$ cat src/rtl/fridge_status_tx.sv
// Snapshots the fridge/freezer settings and sends them as a framed 8N1 byte stream.
// Define FRIDGE_TX_CHECKSUM_EN to append an XOR checksum byte after the payload.
module fridge_status_tx #(
   parameter int CLKS_PER_BIT = 4
) (
   input  logic       clk,
   input  logic       rst,
   input  logic [4:0] fgt,
   input  logic [4:0] frt,
   input  logic [7:0] fgc,
   input  logic [7:0] frc,
   input  logic       ice,
   input  logic       start,
   output logic       tx,
   output logic       busy,
   output logic       done
);

   localparam logic [1:0] IDLE      = 2'd0;
   localparam logic [1:0] START_BIT = 2'd1;
   localparam logic [1:0] DATA_BITS = 2'd2;
   localparam logic [1:0] STOP_BIT  = 2'd3;

`ifdef FRIDGE_TX_CHECKSUM_EN
   localparam int NUM_BYTES = 6;
`else
   localparam int NUM_BYTES = 5;
`endif

   // A one-cycle bit still needs a 1-bit timer; it simply never leaves zero.
   localparam int                 TIMER_W    = (CLKS_PER_BIT > 1) ? $clog2(CLKS_PER_BIT) : 1;
   localparam logic [TIMER_W-1:0] TIMER_LAST = TIMER_W'(CLKS_PER_BIT - 1);
   localparam logic [2:0]         LAST_BYTE  = 3'(NUM_BYTES - 1);

   logic [1:0]         state;
   logic [TIMER_W-1:0] bit_timer;
   logic [2:0]         bit_idx;
   logic [2:0]         byte_idx;
   logic [2:0]         next_bit_idx;
   logic               bit_end;

   logic [4:0]         snap_fgt;
   logic [4:0]         snap_frt;
   logic [7:0]         snap_fgc;
   logic [7:0]         snap_frc;
   logic               snap_ice;
   logic [7:0]         cur_byte;

   assign bit_end      = (bit_timer == TIMER_LAST);
   assign next_bit_idx = bit_idx + 3'd1;

`ifdef FRIDGE_TX_CHECKSUM_EN
   logic [7:0] checksum;

   assign checksum = {snap_ice, 2'b00, snap_fgt} ^ {3'b000, snap_frt} ^ snap_fgc ^ snap_frc;
`endif

   // Byte being serialised, always taken from the snapshot so later input changes never leak in.
   always_comb begin
      cur_byte = 8'hA5;
      case (byte_idx)
         3'd0:    cur_byte = 8'hA5;
         3'd1:    cur_byte = {snap_ice, 2'b00, snap_fgt};
         3'd2:    cur_byte = {3'b000, snap_frt};
         3'd3:    cur_byte = snap_fgc;
         3'd4:    cur_byte = snap_frc;
`ifdef FRIDGE_TX_CHECKSUM_EN
         3'd5:    cur_byte = checksum;
`endif
         default: cur_byte = 8'hA5;
      endcase
   end

   always_ff @(posedge clk or posedge rst) begin
      if (rst) begin
         state     <= IDLE;
         bit_timer <= '0;
         bit_idx   <= '0;
         byte_idx  <= '0;
         snap_fgt  <= '0;
         snap_frt  <= '0;
         snap_fgc  <= '0;
         snap_frc  <= '0;
         snap_ice  <= 1'b0;
         tx        <= 1'b1;
         busy      <= 1'b0;
         done      <= 1'b0;
      end else begin
         done <= 1'b0;
         case (state)
            // Accepting here, including in the done cycle, lets held start give gapless frames.
            IDLE: begin
               tx   <= 1'b1;
               busy <= 1'b0;
               if (start) begin
                  snap_fgt  <= fgt;
                  snap_frt  <= frt;
                  snap_fgc  <= fgc;
                  snap_frc  <= frc;
                  snap_ice  <= ice;
                  byte_idx  <= '0;
                  bit_idx   <= '0;
                  bit_timer <= '0;
                  tx        <= 1'b0;
                  busy      <= 1'b1;
                  state     <= START_BIT;
               end
            end
            START_BIT: begin
               if (bit_end) begin
                  bit_timer <= '0;
                  bit_idx   <= '0;
                  tx        <= cur_byte[0];
                  state     <= DATA_BITS;
               end else begin
                  bit_timer <= bit_timer + TIMER_W'(1);
               end
            end
            DATA_BITS: begin
               if (bit_end) begin
                  bit_timer <= '0;
                  if (bit_idx == 3'd7) begin
                     tx    <= 1'b1;
                     state <= STOP_BIT;
                  end else begin
                     bit_idx <= next_bit_idx;
                     tx      <= cur_byte[next_bit_idx];
                  end
               end else begin
                  bit_timer <= bit_timer + TIMER_W'(1);
               end
            end
            STOP_BIT: begin
               if (bit_end) begin
                  bit_timer <= '0;
                  if (byte_idx == LAST_BYTE) begin
                     tx    <= 1'b1;
                     busy  <= 1'b0;
                     done  <= 1'b1;
                     state <= IDLE;
                  end else begin
                     byte_idx <= byte_idx + 3'd1;
                     tx       <= 1'b0;
                     state    <= START_BIT;
                  end
               end else begin
                  bit_timer <= bit_timer + TIMER_W'(1);
               end
            end
            default: state <= IDLE;
         endcase
      end
   end

endmodule

$ cat config.mk
export PLATFORM = sky130hd
export DESIGN_NAME = fridge_status_tx
export DESIGN_NICKNAME = d
export VERILOG_FILES = /design/src/rtl/fridge_status_tx.sv
export SDC_FILE = /design/constraint.sdc
export NUM_CORES = 1
export LEC_CHECK = 0
export ABC_CLOCK_PERIOD_IN_PS = 3800
export BUFFER_PORTS_ARGS = -buffer_cell sky130_fd_sc_hd__buf_2
export CORE_MARGIN = 3
export CORE_UTILIZATION = 38
export DETAILED_ROUTE_END_ITERATION = 6
export PLACE_DENSITY_LB_ADDON = 0.15
export SKIP_CTS_REPAIR_TIMING = 1
export SYNTH_ARGS = -nofsm -noshare
export SYNTH_HDL_FRONTEND = slang
export SYNTH_SLANG_ARGS = --single-unit
$ cat constraint.sdc
create_clock -name clk -period 3.8 [get_ports clk]
set_clock_uncertainty 0.15 [all_clocks]
set_input_delay 0.57 -clock clk [delete_from_list [all_inputs] [get_ports clk]]
set_output_delay 0.57 -clock clk [all_outputs]
set_load 0.05 [all_outputs]
==> Word level (Yosys, flattened, before mapping) <==
Cells that the tools add are included.
{ "classes": {"order_cmp": 1, "addsub": 3, "n_eq_ne": 17, "n_reduce_logical": 10, "n_mux": 34} }
{ "ops": {"columns": ["operator", "count"], "rows": [
  ["case mux 8 bit (4 select lines)", 1],
  ["2-to-1 mux 3 bit", 6],
  ["inequality test 2 bit (second input constant)", 8],
  ["2-to-1 mux 2 bit", 7],
  ["2-to-1 mux 1 bit", 13],
  ["AND reduction 5 bit", 2],
  ["case mux 3 bit (3 select lines)", 1],
  ["case mux 2 bit (4 select lines)", 1],
  ["adder 3 x 1 -> 3 bit (second input constant)", 2],
  ["== test 2 bit (second input constant)", 3],
  ["== test 3 x 2 -> 1 bit (second input constant)", 2],
  ["== test 3 bit (second input constant)", 2],
  ["case mux 3 bit (2 select lines)", 1],
  ["AND reduction 3 bit", 2],
  ["< comparator 3 x 4 -> 1 bit (second input constant)", 1],
  ["case mux 1 bit (4 select lines)", 1],
  ["case mux 2 bit (2 select lines)", 1],
  ["AND reduction 4 bit", 1],
  ["binary-select mux 1 bit (select 3 bit)", 1],
  ["== test 3 x 1 -> 1 bit (second input constant)", 1],
  ["nonzero test 3 bit", 1],
  ["OR reduction 3 bit", 1],
  ["adder 2 x 1 -> 2 bit (second input constant)", 1],
  ["== test 2 x 1 -> 1 bit (second input constant)", 1],
  ["4 further kinds", 4]
]} }
{ "word_totals": {"reg_bits": 40, "input_bits": 30, "wordCells": 77, "output_inout_bits": 3} }

==> Logic depth before layout (Yosys ltp) <==
Gate-level depths: netlist of the first run.
{ "logic_depth": {"ltp_word": 7, "ltp_mapped": 10, "ltp_nobuf": 8} }

==> Worst setup path before layout of the first run <==
No wires, ideal clock.
{ "synth_timing": {"path_type": "register to register", "start": "reg byte_idx[0]", "end": "reg tx", "n_path_buf": 0, "t_arrival_ps": 1977, "setup_time_ps": 73, "stages_incl_launch_ff": 9, "slack_ps": 1600, "cell_sequence": "dfrtp_1 > inv_1 > ha_1 > or4_4 > o21ai_4 > or2_4 > o221ai_2 > a221o_1 > a21oi_1"} }
{ "synth_between": {"elab_chain_len": 7} }
{ "synth_lines": {"columns": ["element", "line", "text"], "rows": [
  ["start: declaration", "38", "logic [2:0] byte_idx;"],
  ["start signal: assignment", "142", "byte_idx <= byte_idx + 3'd1;"],
  ["== test 3 bit, or another cell as far along", "61, 136", null],
  ["case mux 8 bit (4 select lines)", "61", "case (byte_idx)"],
  ["binary-select mux 1 bit (select 3 bit)", "127", "tx <= cur_byte[next_bit_idx];"],
  ["2-to-1 mux 1 bit (not written as such)", "127", null],
  ["2-to-1 mux 1 bit", "122", "if (bit_idx == 3'd7) begin"],
  ["2-to-1 mux 1 bit", "120", "if (bit_end) begin"],
  ["case mux 1 bit (4 select lines) (*)", "90", "case (state)"],
  ["end signal: assignment", "113", "tx <= cur_byte[0];"],
  ["end signal: assignment", "127", null],
  ["end: declaration", "14", "output logic tx,"]
]} }
Mark *: on every way between the ends. The rest lies on a longest branch, timed or not. The select of a mux whose other input is x is not followed.
A chain may end at the register's enable or synchronous reset.

==> Final worst setup path of the first run <==
Same ends and word-level chain as after synthesis.

==> reports/results.txt, run 1 <==
asr flop ratio synth - 1.00
Tot GR Track Use - 0.146
CTS max path bufs - 2
worst hold slack - 0.241 ns
status - finished clean
Int Pwr - 0.000567 W
htree depth - 2
Flop pwr share - 0.577
Starting DRT DRC Count - 38
CP delay by family, top - simple AND/OR/NAND/NOR gates
fmax - 425 MHz
gr ovfl total - 0
setup violators final - 0
synthesized area per cell - 11.3 um^2
CP Max Fanout - 6
Post-synth EDFFs - 0
final antenna-violating net count - 0
P&R area growth vs syn - 14.6%
initial antenna violation count - 0
wire per inst - 14.3 um
Via density - 5.09
pin count of the biggest net entering global routing - 23
RSZ-0062 raised after global routing - false
routed wire length - 4.13 mm
combinational share of power - 0.032
Crit. End Element - flop
Synth Cell Area - 2080 um^2
Total Power - 0.000737 W
WS Path Type - flop to flop
max_cap viols - 0
Antenna diodes - 0
Worst R2R Path Depth - 8
FF+latch area - 1000 um^2
die span in x - 80.0 um
Final WS setup - 1.44 ns
TritonCTS buffer count - 5
Sw Share - 0.232
fin crit period - 2.36 ns
Hold Crit Class - input pin to async pin
DR vias - 1472
worst rel slew slack - 0.505
# DRC - 0
Worst EP arrival - 2.43 ns
clk_lat worst skew - 0.29 ns
Slowest-stage cell, CP - or4_4
peak supply drop - 0.125 mV
fin nets - 261
vias in the first global route - 1521
Pre-antenna DRT Iters - 5
Syn Nets - 228
Main synth FF type - dfrtp_1
die footprint - 6400 um^2
footprint of the multi-input gates - 995 um^2
Die Y - 80.0 um
Clk pin slew, worst setup/hold paths - 0.08 ns
CP required - 3.87 ns
clock root cell - clkbuf_8
Synth area leader - dfrtp_1
Pleak - 1.17 nW
placed insts - 281
Sw Pwr - 0.000171 W
ratio of cells with drive above 1 in the final layout - 0.342
initial core utilization - 0.400
Yosys reg bits - 40
WP depth - 8
distinct cell type count after synthesis - 38
Tcrit/Tclk final - 0.620
CTS tree - done
Ports - 33
GPL Wtd Cong - 0.826
clk sink count - 40
Synth top area share - 0.469
Post-DP HPWL - 3.14 mm
clock share of power - 0.392
FF-to-FF setup slack - 1.44 ns
most common cell after layout, fill and taps aside - dfrtp_1
PD cells - 309 nW/um^2
Critical Path Source Type - flop
IO buf count - 32
row count - 26
cells after synthesis - 185
CP Buf/Inv Count - 1
Slew @ Worst Pin - 0.742 ns
CP peak stage delay - 0.55 ns
final hold vios - 0
highest-count cells in the layout ignoring fill and taps - dfrtp_1, buf_2, mux2_2
first-pass GRT wire length - 7.33 mm
crit-path cells - inv_1 > ha_1 > or4_4 > o21ai_4 > or2_4 > o221ai_2 > a221o_1 > a21oi_1
dpl ws - 1.46 ns
Non-Filler Instances - 289
Setup Total Neg Slack - 0 ns
most area-consuming cells after synthesis - dfrtp_1, mux2_2, ha_1
Fillers - 507
fin. max-slew vios - 0
Core Region - 5200 um^2
Warnings, synthesis - 0
part of the Yosys area used for sequential elements - 0.481
power by group through the flow:
stage               Clock, W  Sequential [W]  Combinational [W]
finish              0.000289        0.000425          0.0000234
global route        0.000324        0.000425          0.0000275
global placement           0        0.000434          0.0000250
detailed placement         0        0.000434          0.0000246
CTS                 0.000299        0.000425          0.0000248
floorplan                  0        0.000434         0.00000657
path summary, 6_finish.rpt:
kind | start | endpoint
worst max-delay path | byte_idx[0] | tx
worst min-delay path | rst | snap_fgc[3]
worst max register to register | byte_idx[0] | tx
worst min register to register | bit_timer[1] | bit_timer[1]
max in group asynchronous | rst | snap_fgc[1]
min in group clk | frc[2] | snap_frc[2]
metal layers:
metal  vias to the layer above  wire length, um  GRT usage
met2                        32             1930      0.223
met5                         -                0          0
met1                       708             1940      0.200
met4                         0               29     0.0405
li1                        730                -          -
met3                         2              234     0.0429
cell type report:
cell class | instances | share of cell area
tap | 70 | 0.0367
clock buffer | 5 | 0.0288
inverter | 9 | 0.0142
sequential | 40 | 0.420
multi-input combinational | 128 | 0.417
clock inverter | 3 | 0.00996
timing repair buffer | 34 | 0.0734
registers in the layout, indices dropped and copies added, names as in the netlist:
| name | cells |
|---|---|
| snap_fgt | 5 |
| tx | 1 |
| done | 1 |
| snap_frc | 8 |
| snap_ice | 1 |
| busy | 1 |
| bit_timer | 2 |
| state | 2 |
| byte_idx | 3 |
| snap_fgc | 8 |
| snap_frt | 5 |
| bit_idx | 3 |
through the flow:
| stage | utilization | cell area, um^2 |
|---|---|---|
| after global routing | 0.458 | 2390 |
| final | 0.458 | 2390 |
| after floorplan | - | 2080 |
| after detailed placement | 0.441 | 2290 |
| after CTS | 0.458 | 2390 |
| after global placement | 0.441 | 2290 |
synth_stat cells, types with 2 or more instances:
master     n
nand2_1   22
nor2_1     7
a22oi_1    6
buf_2      2
ha_1      13
a21oi_1    4
mux2_2    27
clkbuf_1   3
a221o_1    2
a221oi_1   5
nand2b_1   5
dfrtp_1   39
a31oi_1    3
inv_1      9
a21o_1     2
a211oi_1   2
o21ai_0   13
cells by family (layout without fill, tap and decap cells):
family                     after synthesis  after routing  share of synthesized area
AOI/OAI and AO/OA                       45             45                      0.156
and+or+nand+nor                         43             43                     0.0974
DFF                                     40             40                      0.481
muxes                                   27             27                      0.146
buffers and inverters                   17             51                     0.0409
adders and majority gates               13             13                     0.0781
Note: power is estimated with default switching activity, not from simulation.
==> run 2: changes to the inputs <==
--- a/config.mk
+++ b/config.mk
@@ -5,7 +5,7 @@
 export SDC_FILE = /design/constraint.sdc
 export NUM_CORES = 1
 export LEC_CHECK = 0
-export ABC_CLOCK_PERIOD_IN_PS = 3800
+export ABC_CLOCK_PERIOD_IN_PS = 2150
 export BUFFER_PORTS_ARGS = -buffer_cell sky130_fd_sc_hd__buf_2
 export CORE_MARGIN = 3
 export CORE_UTILIZATION = 38
==> constraint.sdc (replaced) <==
create_clock -name clk -period 2.15 [get_ports clk]
set_clock_uncertainty 0.15 [all_clocks]
set_input_delay 0.3225 -clock clk [delete_from_list [all_inputs] [get_ports clk]]
set_output_delay 0.3225 -clock clk [all_outputs]
set_load 0.05 [all_outputs]
==> run 2 against run 1 <==
  * The run now ends with hold timing, setup timing left
  * Global-route usage decreased by 0.099 points
  * Sequential power increased by 77%
  * Maximum frequency increased by 6.2%
  * Count of clock-buffer cells in the layout unchanged
  * Die area unchanged
  * Non-clock buffer count increased by 14
  * Critical path type unchanged
  * Largest power group unchanged
==> reports/results.txt, run 2 (synthesis results as in run 1) <==
wire per inst - 14.0 um
clock share of power - 0.374
vias in the first global route - 1539
Starting DRT DRC Count - 37
# DRC - 0
GPL Wtd Cong - 0.804
most common cell after layout, fill and taps aside - dfrtp_1
die footprint - 6400 um^2
Final WS setup - -0.0683 ns
Post-DP HPWL - 3.12 mm
RSZ-0062 raised after global routing - true
P&R area growth vs syn - 21.0%
Worst R2R Path Depth - 8
failing checks - hold timing, setup timing
DR vias - 1492
gr ovfl total - 0
Tot GR Track Use - 0.145
initial antenna violation count - 0
Critical Path Source Type - flop
clock root cell - clkbuf_8
PD cells - 503 nW/um^2
first-pass GRT wire length - 7.21 mm
Post-DP Area - 2400 um^2
footprint of the multi-input gates - 1020 um^2
setup violators final - 1
row count - 26
FF-to-FF setup slack - -0.07 ns
Crit. End Element - flop
fin. max-slew vios - 0
Clk pin slew, worst setup/hold paths - 0.07 ns
dpl ws - -0.00481 ns
status - finished with violations
Antenna diodes - 0
combinational share of power - 0.032
fin crit period - 2.22 ns
worst hold slack - -0.00717 ns
Via density - 4.94
peak supply drop - 0.346 mV
FF+latch area - 1000 um^2
IO buf count - 32
CTS max path bufs - 2
htree depth - 2
Ports - 33
fin nets - 275
final hold vios - 11
Die Y - 80.0 um
highest-count cells in the layout ignoring fill and taps - dfrtp_1, buf_2, mux2_2
WS Path Type - flop to flop
Pleak - 1.24 nW
worst rel slew slack - 0.662
Slew @ Worst Pin - 0.507 ns
final antenna-violating net count - 0
CP Max Fanout - 4
crit path launch - byte_idx[1]
max_cap viols - 0
fmax - 451 MHz
Core Region - 5200 um^2
pin count of the biggest net entering global routing - 41
Sw Pwr - 0.000276 W
die span in x - 80.0 um
Pre-antenna DRT Iters - 4
largest registers - snap_fgc: 8 flops, snap_frc: 8 flops
clk_lat worst skew - 0.29 ns
ratio of cells with drive above 1 in the final layout - 0.414
TritonCTS buffer count - 5
Hold Crit Class - input pin to async pin
R2R Path Start - byte_idx[1]
FF-to-FF End - tx
Tcrit/Tclk final - 1.03
Sw Share - 0.218
initial core utilization - 0.400
CP endpoint - tx
Flop pwr share - 0.593
Worst EP arrival - 2.30 ns
clk sink count - 40
Fillers - 496
CP required - 2.23 ns
design area - 2520 um^2
Int Pwr - 0.000991 W
CTS tree - done
routed wire length - 4.22 mm
[run 2: cell types whose count changed in the layout (fill, tap and decap cells not counted), sizes merged]
cell / previous run / this run
clkinvlp: 2 / 1
buf: 34 / 48
[run 2: worst min path at each step]
stage | end | slack [ns] | cells past startpoint
3_3_place_gp | bit_timer[1] | 0.32 | 2
4_1_cts | snap_fgc[3] | 0.007 | 3
5_1_grt | done | 0.02 | 3
6_report | bit_timer[0] | -0.007 | 3
2_1_floorplan | bit_timer[1] | 0.30 | 2
3_5_place_dp | done | 0.32 | 3
[run 2: area by class of cell]
cell class,count,share of cell area
multi-input cells,128,0.405
flip-flops and latches,40,0.398
repair buffers,48,0.116
well taps,70,0.0348
clock buffers,5,0.0273
inverters,9,0.0134
clock inverters,2,0.00497
[run 2: per-stage QoR]
step	total power, W	utilization	setup TNS, ns	instances	hold slack (ns)
detailed placement	0.000809	0.461	-0.00481	293	0.322
global route	0.00133	0.484	-0.147	302	0.0235
CTS	0.00129	0.476	-0.0708	300	0.00742
global placement	0.000810	0.461	0	293	0.320
floorplan	0.000778	-	0	185	0.304
finish	0.00127	0.484	-0.0683	302	-0.00717
[run 2: power groups by stage]
stage	logic, W	registers (W)	clock network [W]
after CTS	0.0000431	0.000752	0.000495
after floorplan	0.0000116	0.000767	0
after global routing	0.0000476	0.000752	0.000526
after detailed placement	0.0000429	0.000767	0
final	0.0000411	0.000752	0.000474
after global placement	0.0000436	0.000767	0
[run 2: critical path, stage by stage, from the launching register on]
cell      delay (ns)
dfrtp_1         0.42
inv_2           0.08
ha_4            0.16
or4_4           0.52
o21ai_4         0.09
or2_4           0.15
o221ai_2        0.08
a221o_1         0.38
a21oi_2         0.13
[run 2: metal layers]
metal | vias to the layer above | track usage | part of all wire
met4 | 0 | 0.0557 | 0.012
met3 | 5 | 0.0339 | 0.040
met1 | 696 | 0.192 | 0.47
met2 | 23 | 0.228 | 0.48
li1 | 768 | - | -
met5 | - | 0 | 0
==> run 3: changes to the inputs <==
--- a/config.mk
+++ b/config.mk
@@ -5,8 +5,10 @@
 export SDC_FILE = /design/constraint.sdc
 export NUM_CORES = 1
 export LEC_CHECK = 0
+export ABC_AREA = 1
 export ABC_CLOCK_PERIOD_IN_PS = 2150
 export BUFFER_PORTS_ARGS = -buffer_cell sky130_fd_sc_hd__buf_2
+export CORE_ASPECT_RATIO = 1.2
 export CORE_MARGIN = 3
 export CORE_UTILIZATION = 38
 export DETAILED_ROUTE_END_ITERATION = 6
==> run 3 against run 2 <==
  * The flow finishes with violations (hold timing)
  * Synthesized cell count up 23%
  * Utilization fell by 1.4 points
  * Hold slack gained 0.0042 ns
  * Final area is essentially flat
  * Clock power is 40% higher
  * Critical path depth rose by 6
  * Final cell count rose by 8.9%
  * Via count is 7.9% higher
  * Sequential power grew 74%
  * Wire length is 1.6% higher
  * Critical path type unchanged
  * Critical endpoint unchanged
==> reports/results.txt, run 3 <==
status - finished with violations
failing checks - hold timing
clk_lat worst skew - 0.28 ns
Tcrit/Tclk final - 0.901
Post-DP HPWL - 3.26 mm
IO buf count - 32
Syn Nets - 270
FF-to-FF End - tx
met2 usage - 0.237
Pre-antenna DRT Iters - 4
distinct cell type count after synthesis - 26
CP Max Fanout - 8
ratio of cells with drive above 1 in the final layout - 0.322
initial core utilization - 0.401
Fillers - 552
Hold Crit Class - input pin to async pin
Synth Cell Area - 2150 um^2
TritonCTS buffer count - 5
clock root cell - clkbuf_8
Tot GR Track Use - 0.146
most common cell after layout, fill and taps aside - nand2_1
PD cells - 1340 nW/um^2
largest registers - snap_fgc: 8 flops, snap_frc: 8 flops
Worst EP arrival - 2.01 ns
R2R Path Start - byte_idx[0]
final hold vios - 3
final antenna-violating net count - 0
die span in x - 74.7 um
WS Path Type - flop to flop
vias in the first global route - 1593
pin count of the biggest net entering global routing - 41
Die Y - 88.5 um
Yosys reg bits - 40
Synth top area share - 0.453
Via density - 4.89
DR vias - 1610
Worst R2R Path Depth - 14
peak supply drop - 0.492 mV
first-pass GRT wire length - 7.29 mm
Core Region - 5370 um^2
htree depth - 2
RSZ-0062 raised after global routing - false
GR peak layer - met2
Critical Path Source Type - flop
Slew @ Worst Pin - 0.521 ns
grt met1 use - 0.190
highest-count cells in the layout ignoring fill and taps - nand2_1, dfrtp_1, buf_2
routed wire length - 4.29 mm
fin. max-slew vios - 0
asr flop ratio synth - 1.00
fin nets - 309
Antenna diodes - 0
Warnings, synthesis - 0
# DRC - 0
P&R area growth vs syn - 17.1%
Pleak - 1.22 nW
Setup Total Neg Slack - 0 ns
Clk pin slew, worst setup/hold paths - 0.08 ns
die footprint - 6610 um^2
Post-synth EDFFs - 0
commonest cells in the netlist - nand2_1, dfrtp_1, mux2_2, inv_1, nand3_1
fin crit period - 1.94 ns
row count - 29
gr ovfl total - 0
Synth area leader - dfrtp_1
setup violators final - 0
part of the Yosys area used for sequential elements - 0.465
wire per inst - 13.0 um
fmax - 516 MHz
Ports - 33
Sw Share - 0.369
Crit. End Element - flop
combinational share of power - 0.415
M3 GR Usage - 0.0318
clock share of power - 0.197
synthesized area per cell - 9.49 um^2
top-count cell post-synth - nand2_1
CP required - 2.22 ns
CTS tree - done
cells after synthesis - 227
Starting DRT DRC Count - 45
initial antenna violation count - 0
max_cap viols - 0
CTS max path bufs - 2
worst hold slack - -0.00301 ns
most area-consuming cells after synthesis - dfrtp_1, mux2_2, nand2_1
GPL Wtd Cong - 0.787
Flop pwr share - 0.388
Sw Pwr - 0.00124 W
Main synth FF type - dfrtp_1
worst rel slew slack - 0.652
Int Pwr - 0.00213 W
clk sink count - 40
FF-to-FF setup slack - 0.21 ns
==> run 3: area by class of cell <==
class / instances / area [um^2] / area share
inverters: 27 / 106 / 0.0422
clock inverters: 1 / 30.0 / 0.0119
multi-input cells: 156 / 1020 / 0.404
flip-flops and latches: 40 / 1000 / 0.398
repair buffers: 36 / 190 / 0.0754
clock buffers: 7 / 96.3 / 0.0382
well taps: 62 / 77.6 / 0.0308
==> run 3: worst max path at each step <==
stage	slack, ns	cells past startpoint	endpoint	startpoint
final	0.21	14	tx	byte_idx[0]
after global placement	0.21	14	tx	byte_idx[0]
after CTS	0.20	14	tx	byte_idx[0]
after floorplan	0.39	13	tx	byte_idx[0]
after global routing	0.01	14	tx	byte_idx[1]
after detailed placement	0.22	14	tx	byte_idx[0]
==> run 3: cells by family after synthesis <==
kind of cell	Yosys count	synth area share
buffers and inverters	31	0.0616
AOI/OAI and AO/OA	28	0.0726
adders and majority gates	13	0.0755
DFF	40	0.465
muxes	27	0.141
and+or+nand+nor	88	0.184
==> run 3: power groups by stage <==
stage / Combinational (W) / Sequential (W) / Clock (W)
CTS: 0.00142 / 0.00131 / 0.000681
global placement: 0.00141 / 0.00132 / 0
finish: 0.00140 / 0.00131 / 0.000663
global route: 0.00162 / 0.00135 / 0.000706
floorplan: 0.00107 / 0.00132 / 0
detailed placement: 0.00141 / 0.00133 / 0
==> run 3: metal layers <==
layer  part of all wire  wire length [um]
met1               0.48              2080
met2               0.47              2020
met3              0.031               132
met4              0.014                61
met5                  0                 0
==> run 3: worst max-delay path, stage by stage, from the launching register on <==
cell	delay, ns
dfrtp_1	0.40
ha_1	0.23
ha_1	0.31
nand2_1	0.11
nand2_1	0.05
a21oi_1	0.15
nand2_1	0.07
nand2_1	0.06
nand2_1	0.05
nand2_1	0.05
nand2_1	0.05
nand2_1	0.06
nand2_1	0.04
nand2_1	0.05
nand2_1	0.04
==> run 3: stage by stage <==
stage	worst slack, ns	total power [W]	area (um^2)	utilization	cells
after floorplan	0.394	0.00238	2150	-	227
after global placement	0.207	0.00273	2390	0.446	321
after detailed placement	0.220	0.00274	2390	0.446	321
after CTS	0.201	0.00341	2520	0.469	329
after global routing	0.00990	0.00368	2520	0.469	329
final	0.212	0.00338	2520	0.469	329
